==> config.mk <==
export PLATFORM = sky130hd
export DESIGN_NAME = mem_access_unit
export DESIGN_NICKNAME = d
export VERILOG_FILES = /design/src/rtl/mau_pkg.sv /design/src/rtl/mem_lane_align.sv /design/src/rtl/mem_access_unit.sv
export SDC_FILE = /design/constraint.sdc
export NUM_CORES = 1
export LEC_CHECK = 0
export ABC_AREA = 1
export CAP_MARGIN = 5
export CORE_AREA = 5 5 164 87
export DETAILED_ROUTE_END_ITERATION = 8
export DIE_AREA = 0 0 169 92
export PLACE_DENSITY = 0.81
export SYNTH_ARGS = -nofsm -noshare
export SYNTH_HDL_FRONTEND = slang
export SYNTH_SLANG_ARGS = --single-unit
==> constraint.sdc <==
create_clock -name clk -period 1.8 [get_ports clk]
set_input_delay 0.36 -clock clk [delete_from_list [all_inputs] [get_ports clk]]
set_output_delay 0.36 -clock clk [all_outputs]
set_load 0.02 [all_outputs]
==> src/rtl/mau_pkg.sv <==
// Shared encodings for the data-memory access path: access sizes, FSM states and byte-enable patterns.
// The instruction decoder imports the size encodings from here.
package mau_pkg;
  localparam int NUM_LANES = 4;

  localparam logic [1:0] SZ_WORD = 2'b00;
  localparam logic [1:0] SZ_HALF = 2'b01;
  localparam logic [1:0] SZ_BYTE = 2'b10;
  localparam logic [1:0] SZ_ILL  = 2'b11;

  localparam logic [NUM_LANES-1:0] BE_NONE    = 4'b0000;
  localparam logic [NUM_LANES-1:0] BE_WORD    = 4'b1111;
  localparam logic [NUM_LANES-1:0] BE_HI_HALF = 4'b1100;
  localparam logic [NUM_LANES-1:0] BE_LO_HALF = 4'b0011;
  localparam logic [NUM_LANES-1:0] BE_BYTE0   = 4'b1000;

  typedef enum logic [1:0] {
    ST_IDLE,
    ST_REQ,
    ST_RESP,
    ST_ERR
  } mau_state_e;
endpackage

==> src/rtl/mem_lane_align.sv <==
// Big-endian lane steering: byte enables and replicated store data for a write,
// lane select plus sign/zero extension for a load, and alignment legality.
module mem_lane_align
  import mau_pkg::*;
(
  input  logic [1:0]           size,
  input  logic [1:0]           offset,
  input  logic [31:0]          wdata,
  input  logic [31:0]          dm_rdata,
  input  logic                 sign_ext,
  output logic [NUM_LANES-1:0] be,
  output logic [31:0]          lane_wdata,
  output logic [31:0]          ext_rdata,
  output logic                 misalign
);
  logic [7:0]  byte_sel;
  logic [15:0] half_sel;

  always_comb begin
    // offset 0 is the most significant byte
    case (offset)
      2'd0:    byte_sel = dm_rdata[31:24];
      2'd1:    byte_sel = dm_rdata[23:16];
      2'd2:    byte_sel = dm_rdata[15:8];
      default: byte_sel = dm_rdata[7:0];
    endcase
    half_sel = offset[1] ? dm_rdata[15:0] : dm_rdata[31:16];
  end

  always_comb begin
    be         = BE_NONE;
    lane_wdata = '0;
    ext_rdata  = '0;
    misalign   = 1'b0;
    case (size)
      SZ_BYTE: begin
        be         = BE_BYTE0 >> offset;
        lane_wdata = {4{wdata[7:0]}};
        ext_rdata  = {{24{sign_ext & byte_sel[7]}}, byte_sel};
      end
      SZ_HALF: begin
        be         = offset[1] ? BE_LO_HALF : BE_HI_HALF;
        lane_wdata = {2{wdata[15:0]}};
        ext_rdata  = {{16{sign_ext & half_sel[15]}}, half_sel};
        misalign   = offset[0];
      end
      SZ_WORD: begin
        be         = BE_WORD;
        lane_wdata = wdata;
        ext_rdata  = dm_rdata;
        misalign   = (offset != 2'b00);
      end
      default: misalign = 1'b1;
    endcase
  end
endmodule

==> src/rtl/mem_access_unit.sv <==
// Load/store data-memory sequencer: one access at a time over a req/ack bus,
// stalls the pipeline while busy and pulses done, fault or bus_err on completion.
module mem_access_unit
  import mau_pkg::*;
#(
  parameter int TIMEOUT_CYCLES = 16,
  parameter int ADDR_W         = 32
) (
  input  logic              clk,
  input  logic              rst_n,
  input  logic              start,
  input  logic [1:0]        size,
  input  logic              mem_write,
  input  logic              mem_read,
  input  logic              sign_ext,
  input  logic [ADDR_W-1:0] addr,
  input  logic [31:0]       wdata,
  output logic              busy,
  output logic              done,
  output logic [31:0]       rdata,
  output logic              fault,
  output logic              bus_err,
  output logic              dm_req,
  output logic              dm_we,
  output logic [3:0]        dm_be,
  output logic [ADDR_W-1:0] dm_addr,
  output logic [31:0]       dm_wdata,
  input  logic              dm_ack,
  input  logic [31:0]       dm_rdata
);
  localparam int CNT_W = $clog2(TIMEOUT_CYCLES + 1);
  localparam logic [CNT_W-1:0] CNT_LAST = CNT_W'(TIMEOUT_CYCLES - 1);

  mau_state_e state, state_nxt;
  logic [1:0]       size_q, off_q;
  logic             rd_q, wr_q, sext_q, bus_err_q;
  logic [CNT_W-1:0] cnt;

  logic [1:0]           al_size, al_off;
  logic                 al_sext;
  logic [NUM_LANES-1:0] al_be;
  logic [31:0]          al_wdata, al_rdata;
  logic                 al_misalign;
  logic                 illegal, timeout;

  // In IDLE the aligner sees the incoming request; afterwards the captured one,
  // so the same instance serves both store steering and load extraction.
  assign al_size = (state == ST_IDLE) ? size      : size_q;
  assign al_off  = (state == ST_IDLE) ? addr[1:0] : off_q;
  assign al_sext = (state == ST_IDLE) ? sign_ext  : sext_q;

  mem_lane_align u_align (
    .size      (al_size),
    .offset    (al_off),
    .wdata     (wdata),
    .dm_rdata  (dm_rdata),
    .sign_ext  (al_sext),
    .be        (al_be),
    .lane_wdata(al_wdata),
    .ext_rdata (al_rdata),
    .misalign  (al_misalign)
  );

  assign illegal = al_misalign | (mem_read & mem_write);
  assign timeout = (cnt == CNT_LAST);

  always_comb begin
    state_nxt = state;
    busy      = 1'b0;
    done      = 1'b0;
    fault     = 1'b0;
    bus_err   = 1'b0;
    dm_req    = 1'b0;
    dm_we     = 1'b0;
    case (state)
      ST_IDLE: begin
        if (start) begin
          if (illegal)                     state_nxt = ST_ERR;
          else if (mem_read || mem_write)  state_nxt = ST_REQ;
          else                             state_nxt = ST_RESP;
        end
      end
      ST_REQ: begin
        busy   = 1'b1;
        dm_req = 1'b1;
        dm_we  = wr_q;
        if (dm_ack)       state_nxt = ST_RESP;
        else if (timeout) state_nxt = ST_ERR;
      end
      ST_RESP: begin
        busy      = 1'b1;
        done      = 1'b1;
        state_nxt = ST_IDLE;
      end
      ST_ERR: begin
        busy      = 1'b1;
        fault     = ~bus_err_q;
        bus_err   = bus_err_q;
        state_nxt = ST_IDLE;
      end
      default: state_nxt = ST_IDLE;
    endcase
  end

  always_ff @(posedge clk or negedge rst_n) begin
    if (!rst_n) begin
      state     <= ST_IDLE;
      size_q    <= SZ_WORD;
      off_q     <= 2'b00;
      rd_q      <= 1'b0;
      wr_q      <= 1'b0;
      sext_q    <= 1'b0;
      bus_err_q <= 1'b0;
      cnt       <= '0;
      rdata     <= '0;
      dm_be     <= BE_NONE;
      dm_addr   <= '0;
      dm_wdata  <= '0;
    end else begin
      state <= state_nxt;
      if (state == ST_IDLE && start) begin
        size_q    <= size;
        off_q     <= addr[1:0];
        rd_q      <= mem_read;
        wr_q      <= mem_write;
        sext_q    <= sign_ext;
        bus_err_q <= 1'b0;
        dm_be     <= al_be;
        dm_addr   <= {addr[ADDR_W-1:2], 2'b00};
        dm_wdata  <= al_wdata;
      end
      if (state == ST_REQ) begin
        if (dm_ack) begin
          cnt <= '0;
          if (rd_q) rdata <= al_rdata;
        end else if (timeout) begin
          cnt       <= '0;
          bus_err_q <= 1'b1;
        end else begin
          cnt <= cnt + 1'b1;
        end
      end
    end
  end
endmodule
* Word level (Yosys, flattened, before mapping)
Index checks and enable logic that the tools add are counted.
** Word-level totals
- Bits in registers :: 113
- Input bits :: 105
- Word-level logic and storage cells :: 67
- Output and inout port bits :: 106
** Operators by class
- Mux-type cells :: 28
- Bitwise operators :: 5
- Eq/ne operators :: 10
- Reduce and logical (&&, ||, !) cells :: 10
- Add/sub/neg operators :: 1
- Shifts and indexed selects :: 1
** Operators by type and width (number)
- $pmux 32 s3 :: 2
- $pmux 8 s3 :: 1
- $mux 16 :: 1
- $mux 2 :: 7
- $pmux 4 s3 :: 1
- $mux 1 :: 11
- $mux 5 :: 2
- $eq 2x2->1 const B :: 4
- $eq 2x1->1 const B :: 3
- $logic_not 2->1 :: 3
- $pmux 2 s3 :: 1
- $add 5x1->5 const B :: 1
- $eq 5x4->1 const B :: 1
- $mux 4 :: 1
- $shr 4x2->4 const A :: 1
- $and 1x1->1 :: 3
- $ne 3x3->1 const B :: 1
- $pmux 1 s3 :: 1
- $reduce_and 3->1 :: 1
- $reduce_or 3->1 :: 1
- $ne 2x2->1 const B :: 1
- $reduce_and 2->1 :: 1
- $reduce_bool 2->1 :: 1
- $reduce_or 2->1 :: 1
- 4 further kinds :: 4

* Logic depth before layout (Yosys ltp)
Gate-level depths: netlist (run 1).
- Word-level depth :: 8
- Mapped depth :: 13
- Mapped depth without buffers :: 12

* By module
Synthesis (run 1) repeated with hierarchy kept, for this count alone.
** Unflattened totals
- Cell total of the unflattened synthesis :: 805
- Area total of the unflattened synthesis :: 5975.7 µm²
** Modules (own cells, without submodules)
- mem_access_unit :: seq. area each 2827.7 µm², area each 4785.8 µm², instances 1, cells each 526
- mem_lane_align :: seq. area each 0.0 µm², area each 1189.9 µm², instances 1, cells each 279

* Least setup slack after synthesis (run 1)
Ideal clock, no wire load.
- Path kind :: flip-flop to flip-flop
- Start point :: register state[0]
- End point :: register rdata[20]
- Stages on the path, launching flop included :: 10
- Period minus slack after synthesis :: 1.660 ns
- Arrival :: 1.594 ns
- Library setup time :: 0.066 ns
- Required time :: 1.734 ns
- Buffers on the path :: 1
- Slack :: 0.140 ns
- Cells stage by stage :: dfrtp_1 > inv_2 > nor2_2 > inv_2 > nor2_1 > nand2_1 > inv_1 > buf_1 > nand2_1 > nand2_1
** Between the ends
- Cells in the longest elaborated chain, start to end :: 6
- Elaborated cells on any way between the ends :: 17
- Classes of those cells :: 5 x eq/ne; 6 x mux; 2 x bitwise; 4 x reduce/logical
** Ends and longest elaborated chain
- from (decl) :: RTL line mem_access_unit.sv:34 : mau_state_e state, state_nxt;
- from (signal assigned) :: RTL line mem_access_unit.sv:120 : state <= state_nxt;
- $logic_not 2->1 :: RTL line mem_access_unit.sv:48, mem_access_unit.sv:49, mem_access_unit.sv:50
- $mux 2 :: RTL line mem_access_unit.sv:49 : assign al_off = (state == ST_IDLE) ? addr[1:0] : off_q;
- $eq 2x2->1, or another cell as far along :: RTL line mem_lane_align.sv:21 : case (offset)
- $pmux 8 s3 :: RTL line mem_lane_align.sv:21
- $and 1x1->1 :: RTL line mem_lane_align.sv:39 : ext_rdata = {{24{sign_ext & byte_sel[7]}}, byte_sel};
- $pmux 32 s3 :: RTL line mem_lane_align.sv:35 : case (size)
- to (signal assigned) :: RTL line mem_access_unit.sv:135 : if (rd_q) rdata <= al_rdata;
- to (decl) :: RTL line mem_access_unit.sv:20 : output logic [31:0] rdata,
Parallel ways exist; a longest one is shown, timed or not.
A chain may end at the register's enable or synchronous reset.

* Worst setup path in the final report (run 1)
- Start point :: register dm_wdata[10]
- End point :: output dm_wdata[10]
** RTL lines
- from (decl) :: RTL line mem_access_unit.sv:27 : output logic [31:0] dm_wdata,
- from (signal assigned) :: RTL line mem_access_unit.sv:130 : dm_wdata <= al_wdata;
No word-level cell between the ends.

==> results of run 1 <==
## path summary, 6_finish.rpt
| check | startpoint | to | slack, ps | depth (start not counted) |
|---|---|---|---|---|
| worst min register to register | dm_addr[6] | dm_addr[6] | 470 | 2 |
| max in group asynchronous | rst_n | state[1] | 710 | 3 |
| worst max-delay path | dm_wdata[10] | dm_wdata[10] | 20 | 1 |
| worst max register to register | state[1] | rdata[1] | 40 | 11 |
| min in group clk | dm_addr[6] | dm_addr[6] | 470 | 2 |
| worst min-delay path | rst_n | dm_addr[14] | 460 | 2 |
## layout make-up
cell class | count | area [µm²]
multi-input cells | 577 | 2620
inverters | 53 | 204
fillers | 929 | 3530
well taps | 170 | 213
clock inverters | 11 | 138
flip-flops and latches | 113 | 2830
clock buffers | 20 | 457
repair buffers | 254 | 2530
## synthesized netlist by cell type (all sizes together)
master	count	area, µm²
o211ai	1	7.51
a21oi	12	63.8
ha	1	12.5
xor2	1	8.76
inv	53	199
dfrtp	113	2830
nor3	2	10.0
o22ai	2	12.5
a32o	1	10.0
or2	1	6.26
buf	18	113
nand2	453	1740
a211oi	1	7.51
nand3	20	118
conb	1	3.75
a31oi	7	43.8
o21ai	41	209
a22oi	1	7.51
nor2	25	126
clkbuf	13	48.8
a22o	1	8.76
nand4	1	6.26
## registers in the layout, summed over array words and instances (netlist names)
signal and count:
bus_err_q 1, cnt 5, dm_addr 30, dm_be 4, dm_wdata 32, off_q 2
rd_q 1, rdata 32, sext_q 1, size_q 2, state 2, wr_q 1
## metrics by stage
| stage | power [mW] | instances | area, µm² |
|---|---|---|---|
| floorplan | 9.60 | 770 | 5590 |
| global placement | 13.5 | 1154 | 8100 |
| detailed placement | 13.8 | 1154 | 8100 |
| CTS | 17.4 | 1187 | 8720 |
| global route | 19.5 | 1198 | 8990 |
| finish | 18.3 | 1198 | 8990 |
## power by group through the flow
stage / Combinational (mW) / Sequential, mW / Clock, mW
final: 10.5 / 4.35 / 3.43
after global routing: 11.4 / 4.49 / 3.60
after global placement: 9.26 / 4.28 / 0
after detailed placement: 9.45 / 4.31 / 0
after floorplan: 4.16 / 5.44 / 0
after CTS: 9.61 / 4.31 / 3.44
## cells in the final DEF (no fill, tap or decap), drive strengths merged
cell type	instances
inv	53
clkinvlp	3
o211ai	1
dfrtp	113
clkdlybuf4s50	194
a31oi	7
xor2	1
a22o	1
a21oi	12
a22oi	1
o22ai	2
a211oi	1
conb	2
or2	1
clkbuf	23
nand2	453
clkinv	5
dlymetal6s2s	7
o21ai	41
clkdlybuf4s15	1
nor3	2
a32o	1
nand3	24
nor2	25
nand4	1
buf	48
bufinv	3
ha	1
dlygate4sd3	1
## routing by layer
layer | global-route usage, % | part of all wire [%]
met1 | 27.5 | 39
met3 | 6.06 | 6.9
met4 | 8.71 | 2.6
met2 | 41.7 | 51
met5 | 0 | 0
## timing repair
action | in CTS | in global routing
hold buffers | 1 | 0
gates cloned | 1 | 4
buffers inserted | 0 | 7
hold endpoints to repair | 34 | 0
endpoints found under the setup margin | 18 | 65
pin swaps | 1 | 12
resized for setup | 18 | 63
## logic make-up (layout without fill, tap and decap cells)
| family | after synthesis | count (layout) | synth area share, % |
|---|---|---|---|
| AND/OR/NAND/NOR | 502 | 506 | 35.9 |
| flip-flops | 113 | 113 | 50.6 |
| buffers and inverters | 84 | 338 | 6.45 |
| XOR/XNOR | 1 | 1 | 0.157 |
| AO/OA/AOI/OAI | 67 | 67 | 6.63 |
| adder cells (fa/ha/maj) | 1 | 1 | 0.224 |
| other | 1 | 2 | 0.0671 |
==> results.py, run 1 <==
metrics = {
    "grt": {
        "grt_max_degree": 44,
        "grt_usage_pct": 23.4,
        "grt_pass1_wl_mm": 29.4,
        "grt_overflow": 0,
        "grt_pass1_vias": 6017,
        "antenna_found_initial": 0,
    },
    "placed_design": {
        "pre_cts_ws_ps": -151,
        "place.gp.congestion": 0.886,
        "dp_hpwl_mm": 13.0,
        "port_buffers": 208,
    },
    "setup_path": {
        "path_class": "flop to output pin",
        "path_max_fanout": 2,
        "worstPathArrival_ps": 1420,
        "critPathSlowestCell": "clkdlybuf4s50_1",
        "cp.required_ps": 1440,
        "crit_path_max_incr_delay_ps": 640,
        "path_buf_inv": 1,
        "crit_path_cell_trace": "clkdlybuf4s50_1",
        "cp_top_family": "buffers and inverters",
        "end_kind": "output pin",
        "cp-start-kind": "flop",
    },
    "sta": {
        "worst_slack_ps": 22.8,
        "fmax_ghz": 0.563,
        "setup_tns_ps": 0,
        "fin_crit_sh_pct": 98.7,
        "finalHoldViolCount": 0,
        "min_period_ps": 1780,
        "hold_slack_ps": 456,
        "final_max_slew_viol_count": 0,
        "rsz0062_at_grt": "yes",
        "setup_viol": 0,
        "skew_ps": 6.18,
    },
    "logic_synthesis": {
        "synth_cells": 769,
        "synth_cell_type_count": 35,
        "yosys_register_bits": 113,
        "ys_seq_area_share_pct": 50.6,
        "postSynthAreaPerCell_um2": 7.27,
        "synth_warnings": 0,
        "syn-cell-area_mm2": 0.00559,
    },
    "floorplanning": {
        "initial_core_util_pct": 44.6,
        "die_h_um": 92,
        "die-area_mm2": 0.0155,
        "die_w_um": 169,
        "coreArea_mm2": 0.0125,
        "rows": 29,
        "ios": 211,
    },
    "worst_hold_path": {
        "hold_class": "primary input to async pin",
    },
    "power_and_ir_drop": {
        "combPwrFrac_pct": 57.5,
        "leakage_nw": 4.62,
        "pwr-share-clk_pct": 18.7,
        "swShare_pct": 44.0,
        "p_sw_mw": 8.07,
        "internal_power_mw": 10.3,
        "ir_drop_uv": 937,
        "seqPwrFrac_pct": 23.8,
        "powerDensity_mw_per_mm2": 2040,
    },
    "cts": {
        "clk_path_buf_depth": 2,
        "clkSinkCount": 113,
        "clk_pin_slew_ps": 60,
        "root_buffer": "clkbuf_16",
        "clk_latency_ps": 410,
        "cts_tree": "done",
        "cts_made_buffers": 17,
        "htreeDepth": 4,
    },
    "routing": {
        "routedWlPerCell_um": 16.3,
        "drt_wl_total_mm": 19.6,
        "postRouteAntennaNets": 0,
        "first_pass_iters": 6,
        "drt_iter0_markers": 568,
        "drc": 0,
        "viasPerCell": 5.07,
        "vias": 6069,
    },
    "final_layout": {
        "finish.utilization_pct": 71.8,
        "n_antenna_cell": 0,
        "areaGrowthSynthToFinish_pct": 60.9,
        "drive_gt1_share_pct": 15.2,
        "fin_nets": 1122,
    },
    "run": {
        "drv_cap": 0,
    },
    "run_status": {
        "status": "finished, final reports clean",
    },
}
No activity file was read; power rests on OpenSTA's default activity.
==> run 2, diff against run 1 <==
ABC_AREA = default   (was 1)
CORE_AREA = 5 5 163 87   (was 5 5 164 87)
DIE_AREA = 0 0 168 92   (was 0 0 169 92)
PLACE_DENSITY = 0.79   (was 0.81)
==> run 2 against run 1 <==
  * The flow now finishes with violations (negative setup slack)
  * Synthesized cell count down 25%
  * Clock power about the same
  * Combinational power about the same
  * Sequential power up 4%
  * Area after synthesis fell by 3.5%
  * Largest power group unchanged
  * Total power grew 0.62%
  * Final cell count fell by 14%
  * Design area grew 4.7%
  * Non-clock buffer count is 37 higher
  * Worst hold slack worse by 52 ps
  * Critical path depth grew 7
  * Global-route usage fell by 0.24 points
==> results.py, run 2 <==
metrics = {
    "run_status": {
        "status": "finished, violations left",
        "violations": "negative setup slack",
    },
    "setup_path": {
        "path_max_fanout": 7,
        "worst-r2r-setup-slack_ps": -260,
        "rr_worst_depth": 8,
        "r2r-end": "dm_wdata[29]",
        "cp.required_ps": 2090,
        "reg2reg_from": "state[1]",
        "cp-start-kind": "flop",
        "path_class": "flop to flop",
        "end_kind": "flop",
        "worstPathArrival_ps": 2350,
    },
    "worst_hold_path": {
        "hold_class": "primary input to async pin",
    },
    "final_layout": {
        "layout_common_cells": "clkdlybuf4s50_1 (198), nand2_1 (171), dfrtp_1 (111)",
        "fillCellCount": 785,
        "n_antenna_cell": 0,
        "reg_top3": "dm_wdata: 32 flops, rdata: 32 flops, dm_addr: 30 flops",
        "fin_nets": 951,
        "drive_gt1_share_pct": 25.2,
        "layout.cells.most_common": "clkdlybuf4s50_1",
        "areaGrowthSynthToFinish_pct": 74.6,
    },
    "floorplanning": {
        "die_w_um": 168,
        "coreArea_mm2": 0.0124,
        "die-area_mm2": 0.0155,
        "initial_core_util_pct": 43.3,
        "die_h_um": 92,
        "rows": 29,
        "ios": 211,
    },
    "grt": {
        "grt_overflow": 0,
        "grt_usage_pct": 23.2,
        "use_met1_pct": 28.6,
        "grt_pass1_wl_mm": 28.9,
        "antenna_found_initial": 0,
        "grt_max_degree": 40,
        "grt_pass1_vias": 5474,
        "grt.busiest_layer": "met2",
        "met2_usage_pct": 39.1,
        "grtUsageMet3_pct": 6.36,
    },
    "routing": {
        "routedWlPerCell_um": 19.7,
        "drc": 0,
        "first_pass_iters": 5,
        "viasPerCell": 5.44,
        "drt_wl_total_mm": 20.3,
        "vias": 5590,
        "postRouteAntennaNets": 0,
        "drt_iter0_markers": 445,
    },
    "cts": {
        "htreeDepth": 4,
        "cts_made_buffers": 17,
        "clkSinkCount": 113,
        "clk_pin_slew_ps": 60,
        "root_buffer": "clkbuf_16",
        "clk_path_buf_depth": 2,
        "cts_tree": "done",
        "clk_latency_ps": 410,
    },
    "logic_synthesis": {
        "synth_warnings": 0,
        "synth_cell_type_count": 55,
        "postSynthAreaPerCell_um2": 9.39,
        "syn-cell-area_mm2": 0.00539,
        "synth_cells": 574,
        "yosysMostFrequentCell": "nand2_1",
        "yosysTopAreaCell": "dfrtp_1",
        "ys_top_cells_by_count": "nand2_1 (172), dfrtp_1 (113), nor2_1 (40), o21ai_0 (34), nand3_1 (29)",
        "async_reset_ff_share_pct": 100,
        "yosys_most_used_dff": "dfrtp_1",
        "ys_seq_area_share_pct": 52.4,
        "yosys_register_bits": 113,
        "synth_area_leaders": "dfrtp_1 (52%), nand2_1 (12%), a221oi_1 (3.9%)",
        "synth_edf_count": 0,
        "synthDominantCellAreaShare_pct": 52.4,
    },
    "sta": {
        "fin_crit_sh_pct": 115,
        "rsz0062_at_grt": "yes",
        "skew_ps": 6.47,
        "worst_slack_ps": -262,
        "fmax_ghz": 0.485,
        "min_period_ps": 2060,
        "finalHoldViolCount": 0,
        "final_max_slew_viol_count": 0,
        "hold_slack_ps": 404,
        "setup_viol": 56,
    },
    "placed_design": {
        "dp_hpwl_mm": 13.0,
        "place.gp.congestion": 0.892,
        "pre_cts_ws_ps": -476,
        "port_buffers": 208,
    },
    "power_and_ir_drop": {
        "powerDensity_mw_per_mm2": 1960,
        "leakage_nw": 4.30,
        "ir_drop_uv": 989,
    },
    "run": {
        "drv_cap": 0,
    },
}
-- run 2: cell types whose count changed after synthesis, moves of 7 or more --
cell,previous run,this run
a221oi_1,0,24
inv_1,34,3
a221o_1,0,7
nand2_1,444,172
clkbuf_1,13,22
inv_2,19,1
nor2_1,20,40
mux2i_1,0,15
o21ai_0,20,34
a21oi_1,11,23
nand3_2,1,10
o21ai_1,20,0
nand3_1,18,29
a2bb2oi_1,0,8
-- run 2: logic make-up (layout without fill, tap and decap cells) --
family	Yosys count	in the layout	share of synthesized area [%]
simple gates	271	271	22.3
buf+inv	44	326	4.08
mux	20	20	3.99
other cells	1	2	0.0696
flops	113	113	52.4
fa+ha+maj	1	1	0.232
compound gates	123	123	16.7
xor+xnor	1	1	0.162
-- run 2: repair_timing --
action	4_1_cts	5_1_grt
gates resized for setup	44	88
endpoints found under the setup margin	59	61
hold buffers	1	0
hold endpoints to repair	22	0
setup buffers	4	19
pin swaps	2	23
cloned	1	1
-- run 2: worst max path at each step --
stage	endpoint	slack, ps	from
global placement	rdata[19]	-390	addr[1]
detailed placement	rdata[17]	-480	addr[1]
CTS	rdata[13]	-180	state[1]
finish	dm_wdata[29]	-260	state[1]
floorplan	rdata[20]	-100	state[0]
global route	dm_wdata[29]	-330	state[1]
-- run 2: layer usage --
metal  share of wire [%]  wire length, µm
met1                  39             7900
met2                  51            10300
met3                 7.7             1570
met4                 2.3              459
met5                   0                0
-- run 2: worst max-delay path, stage by stage, from the launching register on --
cell and delay [ps]:
dfrtp_2 430, buf_6 130, nor2_4 130, buf_8 150, mux2i_4 340, buf_12 190, mux2i_1 250, a2bb2oi_1 230
o21ai_1 90
-- run 2: where the power goes --
| group | total, mW | switching, mW | leakage (nW) | internal, mW |
|---|---|---|---|---|
| Combinational | 10.5 | 5.51 | 2.61 | 4.96 |
| Clock | 3.42 | 1.19 | 0.281 | 2.23 |
| Sequential | 4.54 | 0.789 | 1.41 | 3.75 |
| Total | 18.4 | 7.49 | 4.30 | 10.9 |
-- run 2: through the flow --
stage               util, %  power [mW]  TNS (ps)  instance area [µm²]  cells
floorplan                 -        9.08     -2190                 5470    575
global placement       65.5        13.2    -19530                 8150    973
detailed placement     65.5        13.4    -22320                 8150    973
CTS                    71.6        17.2     -7320                 8910   1010
global route           75.6        19.3    -11980                 9410   1027
finish                 75.6        18.4     -8700                 9410   1027
-- run 2: area by class of cell --
cell class                      count  area, µm²  share of cell area, %
Sequential cell                   113       2830                   30.1
Inverter                            4       21.3                  0.226
Clock buffer                       21        460                   4.89
Tap cell                          170        213                   2.26
Clock inverter                     10        135                   1.44
Multi-Input combinational cell    418       2810                   29.8
Timing Repair Buffer              291       2940                   31.3
==> run 3, diff against run 2 <==
CAP_MARGIN = default   (was 5)
==> results of run 3 <==
Final layout, timing and power as in run 2 (identical DEF).
